**src/rtl/truco_pkg.sv**
```systemverilog
// Shared types and constants for the truco hand controller slice.
package truco_pkg;

    // A hand is at most three vazas long.
    localparam int MAX_VAZAS = 3;

    // Controller state encoding, kept as plain constants for legacy tools.
    typedef logic [1:0] state_t;

    localparam state_t ST_IDLE    = 2'd0;
    localparam state_t ST_COLLECT = 2'd1;
    localparam state_t ST_RESOLVE = 2'd2;
    localparam state_t ST_DONE    = 2'd3;

    // Outcome of one vaza: won=0 means it was tied (team is then 0).
    typedef struct packed {
        logic won;
        logic team;
    } vaza_result_t;

endpackage

```
**src/rtl/truco_vaza_cmp.sv**
```systemverilog
// Running best-card tracker for a single vaza.
// Keeps the highest rank seen so far, who played it, and whether the
// opposing team has matched it.
module truco_vaza_cmp #(
    parameter int NUM_PLAYERS = 2,
    parameter int RANK_W      = 4
) (
    input  logic                           clk,
    input  logic                           rst_n,
    input  logic                           clear,
    input  logic                           load,
    input  logic                           first,
    input  logic [RANK_W-1:0]              card_rank,
    input  logic [$clog2(NUM_PLAYERS)-1:0] card_player,
    output logic [RANK_W-1:0]              best_rank,
    output logic [$clog2(NUM_PLAYERS)-1:0] best_player,
    output logic                           tie_flag
);

    // Update the running best; the first card of a vaza always takes the lead.
    always_ff @(posedge clk or negedge rst_n) begin
        if (!rst_n) begin
            best_rank   <= '0;
            best_player <= '0;
            tie_flag    <= 1'b0;
        end else if (clear) begin
            best_rank   <= '0;
            best_player <= '0;
            tie_flag    <= 1'b0;
        end else if (load) begin
            if (first || (card_rank > best_rank)) begin
                best_rank   <= card_rank;
                best_player <= card_player;
                tie_flag    <= 1'b0;
            end else if ((card_rank == best_rank) && (card_player[0] != best_player[0])) begin
                tie_flag    <= 1'b1;
            end
        end
    end

endmodule

```
**src/rtl/truco_hand_ctrl.sv**
```systemverilog
// Best-of-three truco hand controller.
// Collects one card per player per vaza over ready/valid, resolves each
// vaza and applies the hand rules to report the hand winner.
module truco_hand_ctrl
    import truco_pkg::*;
#(
    parameter int NUM_PLAYERS = 2,
    parameter int RANK_W      = 4
) (
    input  logic                           clk,
    input  logic                           rst_n,
    input  logic                           start,
    input  logic [$clog2(NUM_PLAYERS)-1:0] first_player,
    input  logic                           card_valid,
    output logic                           card_ready,
    input  logic [RANK_W-1:0]              card_rank,
    output logic [$clog2(NUM_PLAYERS)-1:0] cur_player,
    output logic [1:0]                     vaza_idx,
    output logic                           vaza_done,
    output logic                           vaza_tie,
    output logic                           vaza_team,
    output logic                           hand_done,
    output logic                           hand_tie,
    output logic                           hand_team
);

    localparam int PW = $clog2(NUM_PLAYERS);
    localparam int CW = PW + 1;
    localparam logic [CW-1:0] LAST_CARD   = CW'(NUM_PLAYERS - 1);
    localparam logic [PW-1:0] LAST_PLAYER = PW'(NUM_PLAYERS - 1);

    state_t                          state;
    logic   [PW-1:0]                 leader;
    logic   [CW-1:0]                 card_cnt;
    vaza_result_t [MAX_VAZAS-1:0]    hist;
    vaza_result_t [MAX_VAZAS-1:0]    hist_next;
    vaza_result_t                    cur_result;
    logic   [2:0]                    decision;

    logic                            idle_like;
    logic                            begin_hand;
    logic                            transfer;
    logic                            cmp_clear;
    logic   [RANK_W-1:0]             best_rank;
    logic   [PW-1:0]                 best_player;
    logic                            tie_flag;
    logic   [PW-1:0]                 next_player;

    // Hand rules over the first n vazas; returns {decided, tie, team}.
    function automatic logic [2:0] decide(input vaza_result_t [MAX_VAZAS-1:0] h,
                                          input logic [1:0] n);
        logic [1:0] wins0;
        logic [1:0] wins1;
        logic       dec;
        logic       tie;
        logic       team;
        wins0 = '0;
        wins1 = '0;
        dec   = 1'b0;
        tie   = 1'b0;
        team  = 1'b0;
        for (int i = 0; i < MAX_VAZAS; i++) begin
            if ((i < int'(n)) && h[i].won) begin
                if (h[i].team) wins1 = wins1 + 2'd1;
                else           wins0 = wins0 + 2'd1;
            end
        end
        if (wins0 >= 2'd2) begin
            dec = 1'b1;
        end else if (wins1 >= 2'd2) begin
            dec  = 1'b1;
            team = 1'b1;
        end else if ((n >= 2'd2) && (h[0].won != h[1].won)) begin
            // one of the first two vazas tied: the won one decides
            dec  = 1'b1;
            team = h[0].won ? h[0].team : h[1].team;
        end else if (n == 2'd3) begin
            // either split 1-1 or two ties so far
            dec = 1'b1;
            if (h[2].won)      team = h[2].team;
            else if (h[0].won) team = h[0].team;
            else               tie  = 1'b1;
        end
        return {dec, tie, team};
    endfunction

    assign idle_like   = (state == ST_IDLE) || (state == ST_DONE);
    assign begin_hand  = start && idle_like;
    assign card_ready  = (state == ST_COLLECT);
    assign transfer    = card_valid && card_ready;
    assign cmp_clear   = begin_hand || (state == ST_RESOLVE);
    assign next_player = (cur_player == LAST_PLAYER) ? '0 : cur_player + PW'(1);

    assign cur_result.won  = ~tie_flag;
    assign cur_result.team = ~tie_flag & best_player[0];

    assign vaza_done = (state == ST_RESOLVE);
    assign vaza_tie  = vaza_done & tie_flag;
    assign vaza_team = vaza_done & cur_result.team;
    assign hand_done = (state == ST_DONE);

    truco_vaza_cmp #(
        .NUM_PLAYERS (NUM_PLAYERS),
        .RANK_W      (RANK_W)
    ) u_cmp (
        .clk         (clk),
        .rst_n       (rst_n),
        .clear       (cmp_clear),
        .load        (transfer),
        .first       (card_cnt == '0),
        .card_rank   (card_rank),
        .card_player (cur_player),
        .best_rank   (best_rank),
        .best_player (best_player),
        .tie_flag    (tie_flag)
    );

    // History including the vaza being resolved, fed to the hand rules.
    always_comb begin
        hist_next           = hist;
        hist_next[vaza_idx] = cur_result;
        decision            = decide(hist_next, vaza_idx + 2'd1);
    end

    // Main hand sequencing: start, card collection, vaza resolution, hold.
    always_ff @(posedge clk or negedge rst_n) begin
        if (!rst_n) begin
            state      <= ST_IDLE;
            vaza_idx   <= '0;
            cur_player <= '0;
            leader     <= '0;
            card_cnt   <= '0;
            hist       <= '0;
            hand_tie   <= 1'b0;
            hand_team  <= 1'b0;
        end else begin
            case (state)
                ST_IDLE, ST_DONE: begin
                    if (start) begin
                        state      <= ST_COLLECT;
                        vaza_idx   <= '0;
                        cur_player <= first_player;
                        leader     <= first_player;
                        card_cnt   <= '0;
                        hist       <= '0;
                        hand_tie   <= 1'b0;
                        hand_team  <= 1'b0;
                    end
                end
                ST_COLLECT: begin
                    if (card_valid) begin
                        cur_player <= next_player;
                        if (card_cnt == LAST_CARD) begin
                            card_cnt <= '0;
                            state    <= ST_RESOLVE;
                        end else begin
                            card_cnt <= card_cnt + CW'(1);
                        end
                    end
                end
                ST_RESOLVE: begin
                    hist <= hist_next;
                    if (decision[2]) begin
                        state     <= ST_DONE;
                        hand_tie  <= decision[1];
                        hand_team <= decision[0];
                    end else begin
                        state    <= ST_COLLECT;
                        vaza_idx <= vaza_idx + 2'd1;
                        if (tie_flag) begin
                            cur_player <= leader;
                        end else begin
                            cur_player <= best_player;
                            leader     <= best_player;
                        end
                    end
                end
                default: state <= ST_IDLE;
            endcase
        end
    end

    logic unused_ok;
    assign unused_ok = ^best_rank;

endmodule
```
**config.mk**
```make
export PLATFORM = sky130hd
export DESIGN_NAME = truco_hand_ctrl
export DESIGN_NICKNAME = d
export VERILOG_FILES = /design/src/rtl/truco_pkg.sv /design/src/rtl/truco_vaza_cmp.sv /design/src/rtl/truco_hand_ctrl.sv
export SDC_FILE = /design/constraint.sdc
export NUM_CORES = 1
export LEC_CHECK = 0
export BUFFER_PORTS_ARGS = -buffer_cell sky130_fd_sc_hd__buf_2
export CAP_MARGIN = 20
export CORE_ASPECT_RATIO = 0.75
export CORE_UTILIZATION = 63
export CTS_CLUSTER_DIAMETER = 30
export DETAILED_ROUTE_END_ITERATION = 7
export GPL_TIMING_DRIVEN = 0
export PLACE_DENSITY = 0.94
export SETUP_SLACK_MARGIN = 0.1
export SLEW_MARGIN = 20
export SYNTH_ARGS = -nofsm -noshare
export SYNTH_HDL_FRONTEND = slang
export SYNTH_SLANG_ARGS = --single-unit
```
**constraint.sdc**
```tcl
create_clock -name clk -period 7.5 [get_ports clk]
set_clock_uncertainty 0.2 [all_clocks]
set_input_delay 1.5 -clock clk [delete_from_list [all_inputs] [get_ports clk]]
set_output_delay 1.5 -clock clk [all_outputs]
set_load 0.005 [all_outputs]
```
==> results of run 1 <==
[logic make-up (layout without fill, tap and decap cells)]
| family | count (synthesis) | count (layout) | share of synthesized area |
|---|---|---|---|
| and+or+nand+nor | 66 | 66 | 0.195 |
| DFF | 22 | 22 | 0.306 |
| adders and majority gates | 15 | 15 | 0.104 |
| AOI/OAI and AO/OA | 64 | 64 | 0.247 |
| buffers and inverters | 24 | 45 | 0.0563 |
| xor gates and xnor gates | 3 | 3 | 0.0146 |
| muxes | 13 | 13 | 0.0764 |
[layer usage]
metal / part of all wire / vias up / track usage / wire, µm
met5: 0 / - / 0 / 0
met3: 0.073 / 4 / 0.0537 / 299
met2: 0.43 / 51 / 0.466 / 1780
met4: 0.0063 / 0 / 0.0636 / 26
met1: 0.49 / 791 / 0.423 / 2000
li1: - / 793 / - / -
[cell type report]
cell class	count	area share
plain buffers	9	0.0228
clock buffers	3	0.0209
inverters	15	0.0285
multi-input cells	161	0.581
flip-flops and latches	22	0.278
well taps	36	0.0228
repair buffers	18	0.0456
[registers in the layout, summed over array words and instances, names as in the netlist]
name and flops:
card_cnt 2, cur_player 1, hand_team 1, hand_tie 1, hist 6, leader 1
state 2, u_cmp.best_player 1, u_cmp.best_rank 4, u_cmp.tie_flag 1, vaza_idx 2
[critical path: cells and delay by family (launching register included)]
kind | cells | cell delay [ns]
buffers and inverters | 4 | 0.87
flip-flops | 1 | 0.43
AND/OR/NAND/NOR | 1 | 0.16
adder cells (fa/ha/maj) | 1 | 0.21
[through the flow]
step / utilization / std cells / hold slack [ns] / area, µm² / setup WS, ns
after global routing: 0.742 / 264 / 0.342 / 1980 / 3.74
after CTS: 0.742 / 264 / 0.298 / 1980 / 3.88
after floorplan: - / 207 / 0.266 / 1800 / 4.31
final: 0.742 / 264 / 0.298 / 1980 / 3.87
after detailed placement: 0.727 / 261 / 0.275 / 1940 / 3.99
after global placement: 0.727 / 261 / 0.271 / 1940 / 4.03
[report_power, final]
group | internal, µW | total [µW] | switching, µW | leakage [µW]
Clock | 35.9 | 75.3 | 39.4 | 0.0000216
Combinational | 179 | 440 | 261 | 0.000619
Sequential | 160 | 206 | 46.3 | 0.000295
Total | 375 | 721 | 347 | 0.000935
[final timing paths]
kind                             startpoint                 end  slack (ns)  cells after the start
min in group asynchronous             rst_n  u_cmp.best_rank[3]        1.00                      1
worst max register to register  vaza_idx[0]          cur_player        4.25                     12
max in group asynchronous             rst_n           hand_team        5.76                      1
worst max-delay path               state[0]            vaza_tie        3.87                      6
worst min register to register     hand_tie            hand_tie        0.30                      1
worst min-delay path               hand_tie            hand_tie        0.30                      1
[cells in the final DEF, fill, tap and decap left out, types with 4 or more instances in the layout]
master,synthesis,routed
nor2b_1,6,6
buf_2,0,18
ha_1,15,15
clkbuf_1,7,7
o211ai_1,4,4
nand3_1,7,7
mux2i_1,10,10
a22o_1,4,4
dfrtp_1,22,22
nand2_1,17,17
o21ai_0,19,19
a21oi_1,8,8
inv_1,14,14
nor3b_1,5,5
nor2_1,16,16
a22oi_1,6,6
==> impl_metrics.yaml, run 1 <==
run_status:
  status: "finished, final reports clean"
detailed_routing:
  drc_errors: 0
  drt_wl_total_um: 4110
  firstDrtPassIters: 4
  drt_iter0_drc: 229
  antenna_left: 0
  vias: 1639
  wl_per_cell_um: 15.6
  vias_per_cell: 6.21
global_routing:
  grt_pass1_wl_um: 6760
  grt-ovfl-total: 0
  first_global_vias: 1381
  antenna_found_initial: 0
  grt_max_degree: 23
  track_usage: 0.293
finish:
  syn_to_final_growth_pct: 9.80
  seq_area_um2: 551
  fin_nets: 254
  multi_input_area_mm2: 0.00115
  antenna_cells: 0
  final_layout_size_suffix_gt1_frac: 0.136
  num-fill-cells: 200
logic_synthesis:
  yosysWarnings: 0
  syn_avg_cell_area_um2: 8.70
  synthCells: 207
  synth_edf_count: 0
  syn-cell-area_mm2: 0.00180
  ys_top_cells_by_area: "dfrtp_1 (31%), ha_1 (10%), mux2i_1 (5.6%)"
  netlist_top_cells_count: "dfrtp_1 (22), o21ai_0 (19), nand2_1 (17)"
  synth_ff_type: "dfrtp_1"
  synth_nets: 231
  ys_types: 50
  async_flop_share: 1.00
  synth_top_area_share: 0.306
  synth.yosys.seq_area_share: 0.306
  synth-seq-cells: 22
  yosys.cell_count.top_type: "dfrtp_1"
  yosysTopAreaCell: "dfrtp_1"
clocking:
  path_clk_slew_ns: 0.08
  root_buffer: "clkbuf_8"
  clock-sinks: 22
  h-tree-depth: 1
  numCtsBuffers: 3
  cts_tree: "done"
  cts_resized: 0
  clk_path_buf_depth: 2
  clkLatencyLatePin_ns: 0.26
  cts_hold_buf: 0
  cts_setup_buffers: 0
placement:
  gp_congestion: 0.964
  hpwl_um: 3100
  portBuffers: 18
worst_setup_path:
  worstPathArrival_ns: 1.93
  critical_path_class: "reg2out"
  critPathRequiredTime_ns: 5.80
  cp_slowest_cell: "dfrtp_1"
  slowest_delay_ns: 0.43
  critPathCaptureType: "primary output"
  crit_fanout: 10
  crit_chain: "inv_1 -> ha_1 -> clkinv_1 -> clkbuf_1 -> nor2_1 -> buf_2"
  critPathLaunchType: "flip-flop"
floorplan:
  die_area_mm2: 0.00308
  io_pins: 19
  core.rowCount: 16
  core_area_mm2: 0.00266
  die_w_um: 63.7
  fp.dieH_um: 48.3
  initial_core_util: 0.676
pwr:
  peakVddDrop_mv: 0.269
  power_density_mw_per_mm2: 365
  p_total_uw: 721
  leakagePower_uw: 0.000935
sta:
  timing.final.crit_share: 0.485
  max_freq_mhz: 275
  rsz0062_at_grt: "no"
  tns_ns: 0
  hold_violations: 0
  tightestPinTransition_ns: 0.716
  slew_headroom: 0.521
  maxSlewViolCount: 0
  setup_viol: 0
  fin_crit_ns: 3.63
worst_hold_path:
  min_path_type: "reg2reg"
flow_run:
  drv_cap: 0
No activity file was read; power rests on OpenSTA's default activity.
==> run 2: changes to the inputs <==
- CORE_UTILIZATION: 63 -> 59
- PLACE_DENSITY: 0.94 -> 0.89
- clock period: 7.5 -> 3.6 ns (I/O delays scaled with it)
==> run 2 against run 1 <==
Final area increased by 0.70%. Sequential share of layout area is 0.19 points lower. Hold slack got worse by 0.086 ns. Routed wire length is 0.71% higher. Cell count is 0.38% higher. Global-route usage fell by 0.56 points. Largest cell class unchanged. Utilization down 1.7 points. Via count shrank 0.37%.
==> impl_metrics.yaml, run 2 (synthesis gave the netlist of run 1 again) <==
pwr:
  p_total_uw: 1530
  peakVddDrop_mv: 0.600
  power_density_mw_per_mm2: 768
  leakagePower_uw: 0.000943
finish:
  num-fill-cells: 194
  regMostFlops: "hist"
  final_core_util: 0.726
  largest_reg_flops: 6
  most-common-layout-cells: "dfrtp_1 (22), o21ai_0 (19), buf_2 (18)"
  antenna_cells: 0
  fin_nets: 254
  reg_top3: "hist: 6 flops, u_cmp.best_rank: 4 flops"
  syn_to_final_growth_pct: 10.6
  final_layout_size_suffix_gt1_frac: 0.140
  final_common_cell: "dfrtp_1"
detailed_routing:
  vias_per_cell: 6.16
  vias: 1633
  wl_per_cell_um: 15.6
  drt_wl_total_um: 4140
  firstDrtPassIters: 4
  drt_iter0_drc: 177
  antenna_left: 0
  drc_errors: 0
worst_setup_path:
  critical_path_class: "reg2reg"
  r2r_start: "vaza_idx[0]"
  r2r_slack_ns: 0.36
  crit_fanout: 10
  critPathCaptureType: "flip-flop"
  critPathLaunchType: "flip-flop"
  worstPathArrival_ns: 3.20
  r2r_cells: 12
  critPathRequiredTime_ns: 3.56
  timing.rr.end: "cur_player"
sta:
  hold_violations: 0
  slew_headroom: 0.566
  rsz0062_at_grt: "no"
  timing.final.crit_share: 0.900
  max_freq_mhz: 309
  setup_viol: 0
  tns_ns: 0
  tightestPinTransition_ns: 0.649
  maxSlewViolCount: 0
  fin_crit_ns: 3.24
  whs_ns: 0.213
  fin_ws_ns: 0.359
flow_run:
  drv_cap: 0
clocking:
  cts_setup_buffers: 0
  h-tree-depth: 1
  cts_tree: "done"
  root_buffer: "clkbuf_8"
  cts_hold_buf: 0
  cts_resized: 0
  path_clk_slew_ns: 0.08
  numCtsBuffers: 3
  clock-sinks: 22
  clkLatencyLatePin_ns: 0.26
  clk_path_buf_depth: 2
floorplan:
  core.rowCount: 16
  fp.dieH_um: 49.8
  die_area_mm2: 0.00328
  core_area_mm2: 0.00274
  die_w_um: 65.8
  io_pins: 19
  initial_core_util: 0.656
global_routing:
  grt_pass1_wl_um: 7130
  grt_max_degree: 23
  grt-ovfl-total: 0
  track_usage: 0.287
  antenna_found_initial: 0
  first_global_vias: 1486
placement:
  dp_slack_ns: 0.403
  gp_congestion: 0.921
  hpwl_um: 3070
  portBuffers: 18
run_status:
  status: "finished, final reports clean"
worst_hold_path:
  min_path_type: "in2async"
==> run 2: cell types whose count changed in the layout (fill, tap and decap cells not counted) <==
cell | previous run | this run
clkbuf_8 | 3 | 4
==> run 2: routing by layer <==
metal / vias to the layer above / global-route usage / wire length (µm)
li1: 794 / - / -
met1: 777 / 0.441 / 2020
met2: 60 / 0.415 / 1790
met3: 2 / 0.0556 / 312
met4: 0 / 0.0543 / 16
met5: - / 0 / 0
==> run 2: through the flow <==
step                cell area (µm²)  std cells
floorplan                      1800        207
global placement               1940        261
detailed placement             1940        261
CTS                            1990        265
global route                   1990        265
finish                         1990        265
==> run 2: worst max-delay path by stage <==
stage                     start          to  slack, ns  depth (start not counted)
detailed placement  vaza_idx[0]  cur_player       0.40                         12
global route        vaza_idx[0]  cur_player       0.15                         12
global placement    vaza_idx[0]  cur_player       0.42                         12
CTS                 vaza_idx[0]  cur_player       0.38                         12
finish              vaza_idx[0]  cur_player       0.36                         12
floorplan           vaza_idx[0]  cur_player       0.73                         12
==> run 2: layout make-up <==
cell class	instances	area (µm²)	area share
buffer	9	45.0	0.0226
sequential	22	551	0.277
multi-input combinational	161	1150	0.577
timing repair buffer	18	90.1	0.0453
tap	36	45.0	0.0226
inverter	15	56.3	0.0283
clock buffer	4	55.1	0.0277
==> run 2: report_power, final <==
group	switching (µW)	total [µW]	internal, µW
combinational	547	920	373
clock	84.3	182	97.6
sequential	94.2	427	333
total	726	1530	804
==> run 2: critical path, stage by stage, from the launching register on <==
cell and delay, ns:
dfrtp_1 0.45, inv_1 0.16, ha_1 0.29, clkbuf_1 0.33, nor3b_1 0.11, a21oi_1 0.19
nor2_1 0.08, ha_1 0.27, o211a_1 0.16, mux2i_1 0.33, nor2_4 0.12, o21ai_2 0.14
mux2_4 0.31
